===== config.mk =====
export PLATFORM = sky130hd
export DESIGN_NAME = serial_add_ctrl_flat
export DESIGN_NICKNAME = d
export VERILOG_FILES = /design/src/rtl/serial_add_ctrl_if.sv /design/src/rtl/serial_add_ctrl.sv /design/src/flat_wrapper.sv
export SDC_FILE = /design/constraint.sdc
export NUM_CORES = 1
export LEC_CHECK = 0
export ABC_AREA = 1
export CAP_MARGIN = 20
export CELL_PAD_IN_SITES_DETAIL_PLACEMENT = 1
export CELL_PAD_IN_SITES_GLOBAL_PLACEMENT = 2
export CORE_MARGIN = 1
export CORE_UTILIZATION = 24
export DETAILED_ROUTE_END_ITERATION = 10
export GPL_TIMING_DRIVEN = 0
export PLACE_DENSITY_LB_ADDON = 0.1
export SYNTH_ARGS = -nofsm -noshare
export SYNTH_HDL_FRONTEND = slang
export SYNTH_SLANG_ARGS = --single-unit

===== constraint.sdc =====
create_clock -name clk -period 1.5 [get_ports clk]
set_input_delay 0.15 -clock clk [delete_from_list [all_inputs] [get_ports clk]]
set_output_delay 0.15 -clock clk [all_outputs]
set_load 0.01 [all_outputs]

===== src/rtl/serial_add_ctrl_if.sv =====
// serial_add_ctrl_if: handshake and register-control bundle between the bit-serial adder sequencer and its surroundings
// Parameter WIDTH: operand width; bitcnt is $clog2(WIDTH) bits wide (minimum 1).
// Signals (slave = sequencer view):
//   start  in   request an addition, sampled only while idle
//   sub    in   subtract select, present only when SERIAL_SUB_EN is defined
//   a_s    in   serial LSB-first bit of operand A (accumulator)
//   b_s    in   serial LSB-first bit of operand B
//   le     out  parallel load enable for both registers
//   she    out  shift enable for both registers
//   si     out  sum bit fed to the accumulator serial input
//   poute  out  accumulator parallel-output enable, high while the result is valid
//   busy   out  high during load and shift
//   done   out  one-cycle completion pulse
//   cout   out  final carry (no-borrow flag when subtracting), valid while poute=1
//   bitcnt out  bit index during shift
interface serial_add_ctrl_if #(
    parameter int WIDTH = 8
);
    localparam int CW = (WIDTH > 1) ? $clog2(WIDTH) : 1;
    logic start;
`ifdef SERIAL_SUB_EN
    logic sub;
`endif
    logic a_s;
    logic b_s;
    logic le;
    logic she;
    logic si;
    logic poute;
    logic busy;
    logic done;
    logic cout;
    logic [CW-1:0] bitcnt;
    modport slave (
`ifdef SERIAL_SUB_EN
        input  sub,
`endif
        input  start, a_s, b_s,
        output le, she, si, poute, busy, done, cout, bitcnt
    );
    modport master (
`ifdef SERIAL_SUB_EN
        output sub,
`endif
        output start, a_s, b_s,
        input  le, she, si, poute, busy, done, cout, bitcnt
    );
endinterface


===== src/rtl/serial_add_ctrl.sv =====
// serial_add_ctrl: sequencer for bit-serial addition of two WIDTH-bit operands held in external shift registers
// Ports:
//   clk    rising-edge clock
//   rst_n  asynchronous active-low reset
//   bus    serial_add_ctrl_if.slave (start, a_s, b_s, le, she, si, poute, busy, done, cout, bitcnt)
// Optional feature macro SERIAL_SUB_EN: adds bus.sub; when set at start the operation computes A-B
// by inverting the B stream and seeding the carry with 1, so cout=1 means no borrow.
// Timing: start seen at edge 0 -> load cycle 1 -> shift cycles 2..WIDTH+1 -> done cycle WIDTH+2,
// poute/cout valid from the following idle cycle on.
module serial_add_ctrl #(
    parameter int WIDTH = 8
) (
    input  logic                 clk,
    input  logic                 rst_n,
    serial_add_ctrl_if.slave     bus
);
    localparam int CW = (WIDTH > 1) ? $clog2(WIDTH) : 1;

    typedef enum logic [1:0] {IDLE, LOAD, SHIFT, FIN} state_t;

    state_t          state_q, state_d;
    logic [CW-1:0]   cnt_q;
    logic            carry_q;
    logic            poute_q;
    logic            cout_q;
    logic            sub_q;
    logic            b_eff;
    logic            last;

`ifdef SERIAL_SUB_EN
    assign b_eff = bus.b_s ^ sub_q;
`else
    assign b_eff = bus.b_s;
    assign sub_q = 1'b0;
`endif

    assign last = (cnt_q == CW'(WIDTH - 1));

    always_ff @(posedge clk or negedge rst_n) begin
        if (!rst_n) state_q <= IDLE;
        else state_q <= state_d;
    end

    // An unknown start evaluates false in the if, so it is treated as 0
    always_comb begin
        state_d = state_q;
        case (state_q)
            IDLE:    if (bus.start) state_d = LOAD;
            LOAD:    state_d = SHIFT;
            SHIFT:   if (last) state_d = FIN;
            FIN:     state_d = IDLE;
            default: state_d = IDLE;
        endcase
    end

    always_ff @(posedge clk or negedge rst_n) begin
        if (!rst_n) begin
            cnt_q   <= '0;
            carry_q <= 1'b0;
            poute_q <= 1'b0;
            cout_q  <= 1'b0;
        end else begin
            case (state_q)
                IDLE: if (bus.start) poute_q <= 1'b0;
                LOAD: begin
                    carry_q <= sub_q;
                    cnt_q   <= '0;
                end
                SHIFT: begin
                    carry_q <= (bus.a_s & b_eff) | (bus.a_s & carry_q) | (b_eff & carry_q);
                    cnt_q   <= last ? '0 : cnt_q + 1'b1;
                end
                FIN: begin
                    cout_q  <= carry_q;
                    poute_q <= 1'b1;
                end
                default: ;
            endcase
        end
    end

`ifdef SERIAL_SUB_EN
    // Operation mode is captured with the accepted start and held until the next one
    always_ff @(posedge clk or negedge rst_n) begin
        if (!rst_n) sub_q <= 1'b0;
        else if (state_q == IDLE && bus.start) sub_q <= bus.sub;
    end
`endif

    assign bus.le     = (state_q == LOAD);
    assign bus.she    = (state_q == SHIFT);
    assign bus.busy   = (state_q == LOAD) || (state_q == SHIFT);
    assign bus.done   = (state_q == FIN);
    assign bus.si     = (state_q == SHIFT) ? (bus.a_s ^ b_eff ^ carry_q) : 1'b0;
    assign bus.poute  = poute_q;
    assign bus.cout   = cout_q;
    assign bus.bitcnt = cnt_q;

    a_le_she_excl: assert property (@(posedge clk) disable iff (!rst_n) !(bus.le && bus.she));
    a_done_pulse:  assert property (@(posedge clk) disable iff (!rst_n) bus.done |=> !bus.done);
    a_busy_state:  assert property (@(posedge clk) disable iff (!rst_n)
                                    bus.busy == (state_q == LOAD || state_q == SHIFT));
    a_si_quiet:    assert property (@(posedge clk) disable iff (!rst_n) !bus.she |-> !bus.si);
    a_start_known: assert property (@(posedge clk) disable iff (!rst_n)
                                    (state_q == IDLE) |-> !$isunknown(bus.start));
endmodule


===== src/flat_wrapper.sv =====
// flat-port wrapper written by rule: the top's interface ports become plain ports
module serial_add_ctrl_flat 
#(
    parameter int WIDTH = 8
)
  (clk, rst_n, bus_start, bus_a_s, bus_b_s, bus_le, bus_she, bus_si, bus_poute, bus_busy, bus_done, bus_cout, bus_bitcnt);
  serial_add_ctrl_if #(.WIDTH(WIDTH)) bus_i ();
  input  logic clk;
  input  logic rst_n;
  input wire logic [$bits(bus_i.start)-1:0] bus_start;
  input wire logic [$bits(bus_i.a_s)-1:0] bus_a_s;
  input wire logic [$bits(bus_i.b_s)-1:0] bus_b_s;
  output wire logic [$bits(bus_i.le)-1:0] bus_le;
  output wire logic [$bits(bus_i.she)-1:0] bus_she;
  output wire logic [$bits(bus_i.si)-1:0] bus_si;
  output wire logic [$bits(bus_i.poute)-1:0] bus_poute;
  output wire logic [$bits(bus_i.busy)-1:0] bus_busy;
  output wire logic [$bits(bus_i.done)-1:0] bus_done;
  output wire logic [$bits(bus_i.cout)-1:0] bus_cout;
  output wire logic [$bits(bus_i.bitcnt)-1:0] bus_bitcnt;
  assign bus_i.start = bus_start;
  assign bus_i.a_s = bus_a_s;
  assign bus_i.b_s = bus_b_s;
  assign bus_le = bus_i.le;
  assign bus_she = bus_i.she;
  assign bus_si = bus_i.si;
  assign bus_poute = bus_i.poute;
  assign bus_busy = bus_i.busy;
  assign bus_done = bus_i.done;
  assign bus_cout = bus_i.cout;
  assign bus_bitcnt = bus_i.bitcnt;
  serial_add_ctrl #(.WIDTH(WIDTH)) u_core (.clk(clk), .rst_n(rst_n), .bus(bus_i));
endmodule

# Word level (Yosys, flattened, before mapping)
# Cells that the tools add are included.
[op_classes] reduce_logical=6 add_sub_neg=1 mux=9 bitwise_logic=7 eq_ne=6
[ops] op="one-hot mux 2 bit (4 select lines)" n=1
[ops] op="one-hot mux 3 bit (2 select lines)" n=1
[ops] op="equality test 2 bit, second input constant" n=2
[ops] op="2-to-1 mux 2 bit" n=2
[ops] op="one-hot mux 1 bit (2 select lines)" n=2
[ops] op="AND reduction 2 bit" n=2
[ops] op="nonzero test 2 bit" n=2
[ops] op="adder 3 x 1 -> 3 bit, second input constant" n=1
[ops] op="AND 1 bit" n=3
[ops] op="equality test 3 bit, second input constant" n=1
[ops] op="2-to-1 mux 3 bit" n=1
[ops] op="equality test 2 x 1 -> 1 bit, second input constant" n=1
[ops] op="zero test 2 bit" n=1
[ops] op="2-to-1 mux 1 bit" n=2
[ops] op="!= test 2 x 1 -> 1 bit, second input constant" n=1
[ops] op="!= test 2 bit, second input constant" n=1
[ops] op="OR 1 bit" n=2
[ops] op="bitwise XOR 1 bit" n=2
[ops] op="logical OR 1 bit" n=1
[word_totals] reg_bits=8 wordCells=34 output_inout_bits=10 input_bits=5

# Longest topological paths before layout
# Gate-level depths: netlist of the first run.
[logic_depth] ltp_word=4 ltp_mapped=7 mapped_depth_nobuf=7

# Worst setup path after synthesis of the first run
# No wires, ideal clock.
[synth_path] path_type="register -> register" start="register u_core.cnt_q[0] (netlist: u_core.bus.bitcnt[0])" end="register u_core.state_q[1]" path_buffers=0 synth_period_minus_slack_ps=1171 path_stages_with_launch=7 arrival_ps=1054 slack_ps=329 setup_time_ps=117 required_ps=1383 cell_sequence="dfrtp_1 -> ha_1 -> ha_1 -> inv_1 -> nand2_2 -> nand3_1 -> nand2_1"
[synth_via] elab_chain_len=3
[synth_lines] element="from (decl)" line_no="serial_add_ctrl.sv:22" text="logic [CW-1:0] cnt_q;"
[synth_lines] element="from (signal assigned)" line_no="serial_add_ctrl.sv:71" text="cnt_q <= last ? '0 : cnt_q + 1'b1;"
[synth_lines] element="equality test 3 bit" line_no="serial_add_ctrl.sv:37" text="assign last = (cnt_q == CW'(WIDTH - 1));"
[synth_lines] element="!= test 2 x 1 -> 1 bit (no line)"
[synth_lines] element="AND reduction 2 bit (no line)"
[synth_lines] element="to (signal assigned)" line_no="serial_add_ctrl.sv:41" text="else state_q <= state_d;"
[synth_lines] element="to (decl)" line_no="serial_add_ctrl.sv:21" text="state_t state_q, state_d;"
# No other way between the ends.
# A chain may end at the register's enable or synchronous reset.

# Worst setup path after layout of the first run
[layout_path] start="register u_core.carry_q" end="output port bus_si"
[layout_via] elab_chain_len=2
[layout_lines] element="from (decl)" line_no="serial_add_ctrl.sv:23" text="logic carry_q;"
[layout_lines] element="from (signal assigned)" line_no="serial_add_ctrl.sv:66" text="carry_q <= sub_q;"
[layout_lines] element="from (signal assigned)" line_no="serial_add_ctrl.sv:70" text="carry_q <= (bus.a_s & b_eff) | (bus.a_s & carry_q) | (b_eff & carry_q);"
[layout_lines] element="bitwise XOR 1 bit" line_no="serial_add_ctrl.sv:94" text="assign bus.si = (state_q == SHIFT) ? (bus.a_s ^ b_eff ^ carry_q) : 1'b0;"
[layout_lines] element="2-to-1 mux 1 bit" line_no="serial_add_ctrl.sv:94"
[layout_lines] element="to (decl)" line_no="flat_wrapper.sv:15" text="output wire logic [$bits(bus_i.si)-1:0] bus_si;"
# No other way between the ends.

==> results_tabular.tex, run 1 <==
\begin{tabular}{lr}
\hline
Metric & Value \\
\hline
\multicolumn{2}{l}{\textbf{Cells and area}} \\
Area overhead of the layout relative to synthesis & 50.6\% \\
Post-Layout Cell Count & 96 \\
Antenna diode instance count & 0 \\
Area taken by flip-flops and latches & 200 sq um \\
Util after Layout & 0.389 \\
Final Instance Area & 678 sq um \\
Commonest non-fill, non-tap cells in the layout & nand2\_1, clkdlybuf4s50\_1, inv\_1, dfrtp\_1, nand3\_1 \\
Most frequent standard cell in the layout excluding fill and tap cells & nand2\_1 \\
Number of fillers in the final layout & 217 \\
Nets & 85 \\
Multi-input gate area & 244 sq um \\
Fraction of final layout cells sized beyond drive strength 1 & 0.169 \\
\multicolumn{2}{l}{\textbf{STA}} \\
Final hold violation count & 0 \\
Worst-case setup margin in the final layout & 0.0168 ns \\
Slew HR & 0.724 \\
Aggregate negative setup slack & 0 ns \\
Part of the cycle the worst path needs & 0.989 \\
Number of endpoints failing setup at the final stage & 0 \\
Setup clock skew after layout & 0.00208 ns \\
Setup repair after global routing missed its margin & yes \\
Max-slew violation count & 0 \\
Measured slew at the worst slew-check pin & between 0.4 and 0.5 ns \\
Fmax & about 670 MHz \\
Final critical delay including setup and external delays & roughly 1.5 ns \\
\multicolumn{2}{l}{\textbf{Die}} \\
Initial cell density of the core & 0.258 \\
Count of standard-cell rows & 15 \\
Boundary Pins & 15 \\
Floorplan die area & 2050 sq um \\
Die W & 45.3 um \\
Vertical extent of the die & 45.3 um \\
Core region area & 1750 sq um \\
\multicolumn{2}{l}{\textbf{GRT}} \\
Global-route wire length before repair & about 1900 um \\
Overall global routing resource usage & 0.137 \\
Via count of the first global-routing pass & 395 \\
Total grt overflow & 0 \\
Maximum number of pins on one net before global-route repair & 9 \\
Initial antenna violation count & 0 \\
\multicolumn{2}{l}{\textbf{Critical path}} \\
Critical path's top delay family & adder cells \\
CP Launch Type & flop \\
Largest driver fanout on the critical path & 2 \\
Cell Chain, Critical Path & fa\_1, nand2\_1, inv\_1, buf\_2 \\
Cell type of the slowest stage on the worst timing path & fa\_1 \\
WP buf/inv & 2 \\
Element type at the critical path end & output port \\
Delay contributed by the slowest stage of the critical path & 0.48 ns \\
Data required, critical path & 1.35 ns \\
Arrival time at the worst endpoint & 1.33 ns \\
Critical path start-end classification & flop to output port \\
\multicolumn{2}{l}{\textbf{Placed design}} \\
Number of placed instances with taps included & between 90 and 100 \\
Worst slack at placement & -0.426 ns \\
Post-detail-place hpwl & a little over 800 um \\
Standard cell area after detailed placement & 622 sq um \\
Global placer's final weighted congestion & 0.660 \\
IO buf count & 14 \\
\multicolumn{2}{l}{\textbf{Logic synthesis}} \\
Number of unique standard cell types used by synthesis & 10 \\
Area share of the leading cell type in the synthesized netlist & 0.444 \\
Register area share after synthesis & 0.444 \\
Average size of a mapped cell & 8.66 sq um \\
Cell Area, Synth & 450 sq um \\
Seq cells post-synth & 8 \\
Largest area contributor in the synthesized netlist & dfrtp\_1 \\
Post-synthesis net count & 64 \\
Synth warn & 0 \\
Cell count after synthesis & between 50 and 60 \\
Biggest area contributors in the synthesized netlist & dfrtp\_1, ha\_1, nand2\_1 \\
\multicolumn{2}{l}{\textbf{Clock network}} \\
Worst-skew pair later-pin latency & between 0.2 and 0.3 ns \\
CTS buffer count & 3 \\
Clock tree from TritonCTS & built \\
Sink count of the clock tree & 8 \\
CTS H-Tree Depth & 1 \\
Root buf cell & clkbuf\_4 \\
Clock buffer depth & 2 \\
Clock slew at the register clock pins of the worst setup and hold paths & 0.06 ns \\
\multicolumn{2}{l}{\textbf{Hold path}} \\
Kind of path behind the tightest hold check & primary input to async pin \\
\multicolumn{2}{l}{\textbf{Flow run}} \\
Total of max-cap violations & 0 \\
\multicolumn{2}{l}{\textbf{Routing}} \\
Ratio of routed vias to standard cells & 4.21 \\
Final wirelength & $\sim$1100 um \\
Detailed-route DRC error count & 0 \\
First-pass detailed-route iteration total & 2 \\
Initial DRC count & 4 \\
Vias & $\sim$400 \\
Detailed-route wire length per cell & 11.8 um \\
Final ANT Viol Nets & 0 \\
\multicolumn{2}{l}{\textbf{Power and ir drop}} \\
Leak & $\sim$0.36 nW \\
Maximum vdd drop & 0.745 mV \\
Power per cell area & 2120 nW/um\^{}2 \\
\multicolumn{2}{l}{\textbf{Run status}} \\
Result of the run & finished clean \\
\hline
\end{tabular}
Yosys cell counts:
cell	n
nand2_2	2
ha_1	6
nand2_1	15
dfrtp_1	8
nand3_1	6
fa_1	1
inv_1	9
o21ai_0	2
nor2_1	2
a21oi_1	1
layout make-up:
cell class / count / area share
flip-flops and latches: 8 / 0.295
clock buffers: 3 / 0.0332
repair buffers: 16 / 0.216
multi-input cells: 35 / 0.360
inverters: 9 / 0.0498
well taps: 25 / 0.0461
flip-flops by register name (all words and copies together) (netlist names):
name	count
u_core.bus.bitcnt	3
u_core.state_q	2
u_core.carry_q	1
u_core.bus.poute	1
u_core.bus.cout	1
worst paths after layout:
path	startpoint	to	slack, ns	cells past startpoint
setup / recovery	u_core.carry_q	bus_si	0.02	4
hold / removal	rst_n	u_core.bus.cout	0.19	1
setup reg to reg	u_core.bus.bitcnt[0]	u_core.state_q[0]	0.29	6
hold reg to reg	u_core.bus.poute	u_core.bus.poute	0.50	2
max in group asynchronous	rst_n	u_core.bus.bitcnt[1]	1.02	1
min in group clk	u_core.bus.poute	u_core.bus.poute	0.50	2
kinds of logic after synthesis:
| kind of cell | synth area share |
|---|---|
| AO/OA/AOI/OAI | 0.0333 |
| adder cells (fa/ha/maj) | 0.211 |
| buffers and inverters | 0.0750 |
| flip-flops | 0.444 |
| AND/OR/NAND/NOR | 0.236 |
layer usage:
metal	global-route usage	vias to the layer above	routed length, um
met5	0	-	0
met4	0.0364	0	0
met3	0.0600	0	55
met2	0.206	9	536
met1	0.179	194	536
li1	-	201	-
through the flow:
stage	hold slack, ns	power, mW
2_1_floorplan	-0.146	0.821
3_3_place_gp	0.470	1.19
3_5_place_dp	0.470	1.21
4_1_cts	0.187	1.46
5_1_grt	0.201	1.59
6_report	0.191	1.44
timing repair:
| item | CTS | global route |
|---|---|---|
| hold buffers | 0 | 0 |
| gates resized for setup | 14 | 1 |
| endpoints found under the setup margin | 5 | 2 |
| setup buffers | 2 | 0 |
where the power goes:
group,total (mW),internal [mW],switching (mW)
clock,0.172,0.0920,0.0798
sequential,0.373,0.311,0.0623
combinational,0.892,0.424,0.468
total,1.44,0.827,0.610
Power figures use the tool's default switching activity.
==> run 2, diff against run 1 <==
--- a/config.mk
+++ b/config.mk
@@ -10,10 +10,12 @@
 export CELL_PAD_IN_SITES_DETAIL_PLACEMENT = 1
 export CELL_PAD_IN_SITES_GLOBAL_PLACEMENT = 2
 export CORE_MARGIN = 1
-export CORE_UTILIZATION = 24
+export CORE_UTILIZATION = 26
+export CTS_BUF_LIST = sky130_fd_sc_hd__clkbuf_8
 export DETAILED_ROUTE_END_ITERATION = 10
 export GPL_TIMING_DRIVEN = 0
 export PLACE_DENSITY_LB_ADDON = 0.1
 export SYNTH_ARGS = -nofsm -noshare
 export SYNTH_HDL_FRONTEND = slang
 export SYNTH_SLANG_ARGS = --single-unit
+export TNS_END_PERCENT = 20
==> results_tabular.tex, run 2 (synthesis results as in run 1) <==
\begin{tabular}{lr}
\hline
Metric & Value \\
\hline
\multicolumn{2}{l}{\textbf{Critical path}} \\
CP Launch Type & primary input \\
Delay contributed by the slowest stage of the critical path & 0.51 ns \\
Largest driver fanout on the critical path & 1 \\
Arrival time at the worst endpoint & 1.30 ns \\
R2R cell count & 6 \\
Critical path start-end classification & primary input to output port \\
Launch instance of the worst register-to-register path & u\_core.bus.bitcnt[0] \\
Cell type of the slowest stage on the worst timing path & fa\_1 \\
Element type at the critical path end & output port \\
Setup slack of the worst register-to-register path & 0.32 ns \\
Data required, critical path & 1.35 ns \\
Reg2reg end & u\_core.state\_q[0] \\
Cell Chain, Critical Path & clkdlybuf4s50\_1, fa\_1, nand2\_1, inv\_1, buf\_2 \\
\multicolumn{2}{l}{\textbf{Cells and area}} \\
Final Instance Area & 684 sq um \\
Post-Layout Cell Count & 87 \\
Max reg flops & 3 \\
Commonest non-fill, non-tap cells in the layout & nand2\_1, inv\_1, clkdlybuf4s50\_1, dfrtp\_1, nand3\_1 \\
Most frequent standard cell in the layout excluding fill and tap cells & nand2\_1 \\
Multi-input gate area & roughly 240 sq um \\
Number of fillers in the final layout & 186 \\
Antenna diode instance count & 0 \\
Area overhead of the layout relative to synthesis & 51.9\% \\
Nets & 85 \\
Area taken by flip-flops and latches & approximately 200 sq um \\
Fraction of final layout cells sized beyond drive strength 1 & 0.155 \\
\multicolumn{2}{l}{\textbf{Placed design}} \\
Standard cell area after detailed placement & between 600 and 700 sq um \\
IO buf count & 14 \\
Global placer's final weighted congestion & 0.777 \\
Post-detail-place hpwl & 780 um \\
Number of placed instances with taps included & 82 \\
\multicolumn{2}{l}{\textbf{Flow run}} \\
Total of max-cap violations & 0 \\
\multicolumn{2}{l}{\textbf{STA}} \\
Measured slew at the worst slew-check pin & 0.382 ns \\
Max-slew violation count & 0 \\
Final critical delay including setup and external delays & 1.45 ns \\
Part of the cycle the worst path needs & 0.967 \\
Setup repair after global routing missed its margin & yes \\
Fmax & 689 MHz \\
Number of endpoints failing setup at the final stage & 0 \\
Setup clock skew after layout & 0.00184 ns \\
Aggregate negative setup slack & 0 ns \\
Slew HR & 0.745 \\
Final hold violation count & 0 \\
\multicolumn{2}{l}{\textbf{Clock network}} \\
Clock slew at the register clock pins of the worst setup and hold paths & 0.04 ns \\
Clock buffer depth & 2 \\
Clock tree from TritonCTS & built \\
Worst-skew pair later-pin latency & about 0.22 ns \\
Sink count of the clock tree & 8 \\
CTS H-Tree Depth & 1 \\
CTS buffer count & 3 \\
Root buf cell & clkbuf\_8 \\
\multicolumn{2}{l}{\textbf{GRT}} \\
Initial antenna violation count & 0 \\
Total grt overflow & 0 \\
Overall global routing resource usage & 0.136 \\
Via count of the first global-routing pass & 421 \\
Maximum number of pins on one net before global-route repair & 9 \\
Global-route wire length before repair & 1810 um \\
\multicolumn{2}{l}{\textbf{Routing}} \\
Detailed-route DRC error count & 2 \\
Detailed-route wire length per cell & 12.2 um \\
Initial DRC count & 5 \\
Vias & 401 \\
Highest metal layer with signal wires & met4 \\
Amount of wire on met3 after detailed routing & 81 um \\
Final wirelength & 1060 um \\
First-pass detailed-route iteration total & 6 \\
Sum of met2 wire segment lengths after detailed routing & 501 um \\
Ratio of routed vias to standard cells & roughly 4.6 \\
Final ANT Viol Nets & 0 \\
Post-Route M1 WL & 463 um \\
\multicolumn{2}{l}{\textbf{Power and ir drop}} \\
Total Power Consumption & 1.51 mW \\
P\_int & around 0.91 mW \\
Clock share of power & 0.169 \\
NetSw & approximately 0.60 mW \\
Leak & 0.378 nW \\
Switching part of the total & 0.400 \\
Combinational share of power & 0.586 \\
Power per cell area & approximately 2200 nW/um\^{}2 \\
Maximum vdd drop & 0.885 mV \\
Sequential cell fraction of total power & 0.245 \\
\multicolumn{2}{l}{\textbf{Hold path}} \\
Kind of path behind the tightest hold check & primary input to async pin \\
\multicolumn{2}{l}{\textbf{Die}} \\
Initial cell density of the core & 0.289 \\
Floorplan die area & $\sim$1900 sq um \\
Vertical extent of the die & 43.6 um \\
Core region area & 1560 sq um \\
Die W & 43.6 um \\
Count of standard-cell rows & 14 \\
Boundary Pins & 15 \\
\multicolumn{2}{l}{\textbf{Run status}} \\
Failing checks & design-rule violations \\
Result of the run & complete, but fails checks \\
\hline
\end{tabular}
-- run 2: what timing repair did --
item                                    CTS  global route
setup buffers                             2             0
endpoints found under the setup margin    5             2
gates resized for setup                  13             1
hold buffers                              0             0
-- run 2: per-layer routing --
layer  up-vias  global-route usage
li1        199                   -
met1       186               0.154
met2        14               0.221
met3         2              0.0625
met4         0              0.0563
met5         -                   0
-- run 2: worst max path at each step --
stage,start,to
floorplan,u_core.bus.bitcnt[0],u_core.state_q[1]
detailed placement,bus_b_s,bus_si
global route,u_core.carry_q,bus_si
global placement,bus_b_s,bus_si
CTS,u_core.state_q[0],bus_she
finish,bus_a_s,bus_si
-- run 2: worst max-delay path, delay by kind of cell --
family        cells  cell delay [ns]
buf+inv           3             0.59
fa+ha+maj         1             0.51
simple gates      1             0.05
-- run 2: power groups by stage --
stage	registers, mW	logic (mW)	clock network [mW]
2_1_floorplan	0.398	0.423	0
3_3_place_gp	0.385	0.797	0
3_5_place_dp	0.390	0.809	0
4_1_cts	0.370	0.907	0.264
5_1_grt	0.384	0.996	0.276
6_report	0.370	0.884	0.254
-- run 2: through the flow --
| stage | util | hold WS (ns) | setup slack (ns) |
|---|---|---|---|
| 2_1_floorplan | - | -0.146 | 0.329 |
| 3_3_place_gp | 0.392 | 0.464 | -0.404 |
| 3_5_place_dp | 0.392 | 0.464 | -0.412 |
| 4_1_cts | 0.437 | 0.224 | -0.122 |
| 5_1_grt | 0.439 | 0.240 | -0.0230 |
| 6_report | 0.439 | 0.213 | 0.0490 |
-- run 2: final cells by class --
class / count / share of cell area
clock buffers: 3 / 0.0603
multi-input cells: 35 / 0.353
well taps: 16 / 0.0293
inverters: 9 / 0.0494
repair buffers: 16 / 0.216
flip-flops and latches: 8 / 0.293
==> run 3, diff against run 2 <==
--- a/config.mk
+++ b/config.mk
@@ -13,6 +13,7 @@
 export CORE_UTILIZATION = 26
 export CTS_BUF_LIST = sky130_fd_sc_hd__clkbuf_8
 export DETAILED_ROUTE_END_ITERATION = 10
+export GPL_ROUTABILITY_DRIVEN = 0
 export GPL_TIMING_DRIVEN = 0
 export PLACE_DENSITY_LB_ADDON = 0.1
 export SYNTH_ARGS = -nofsm -noshare
==> results of run 3 <==
Same layout as run 2: the final DEF is identical, and so are final timing and power.
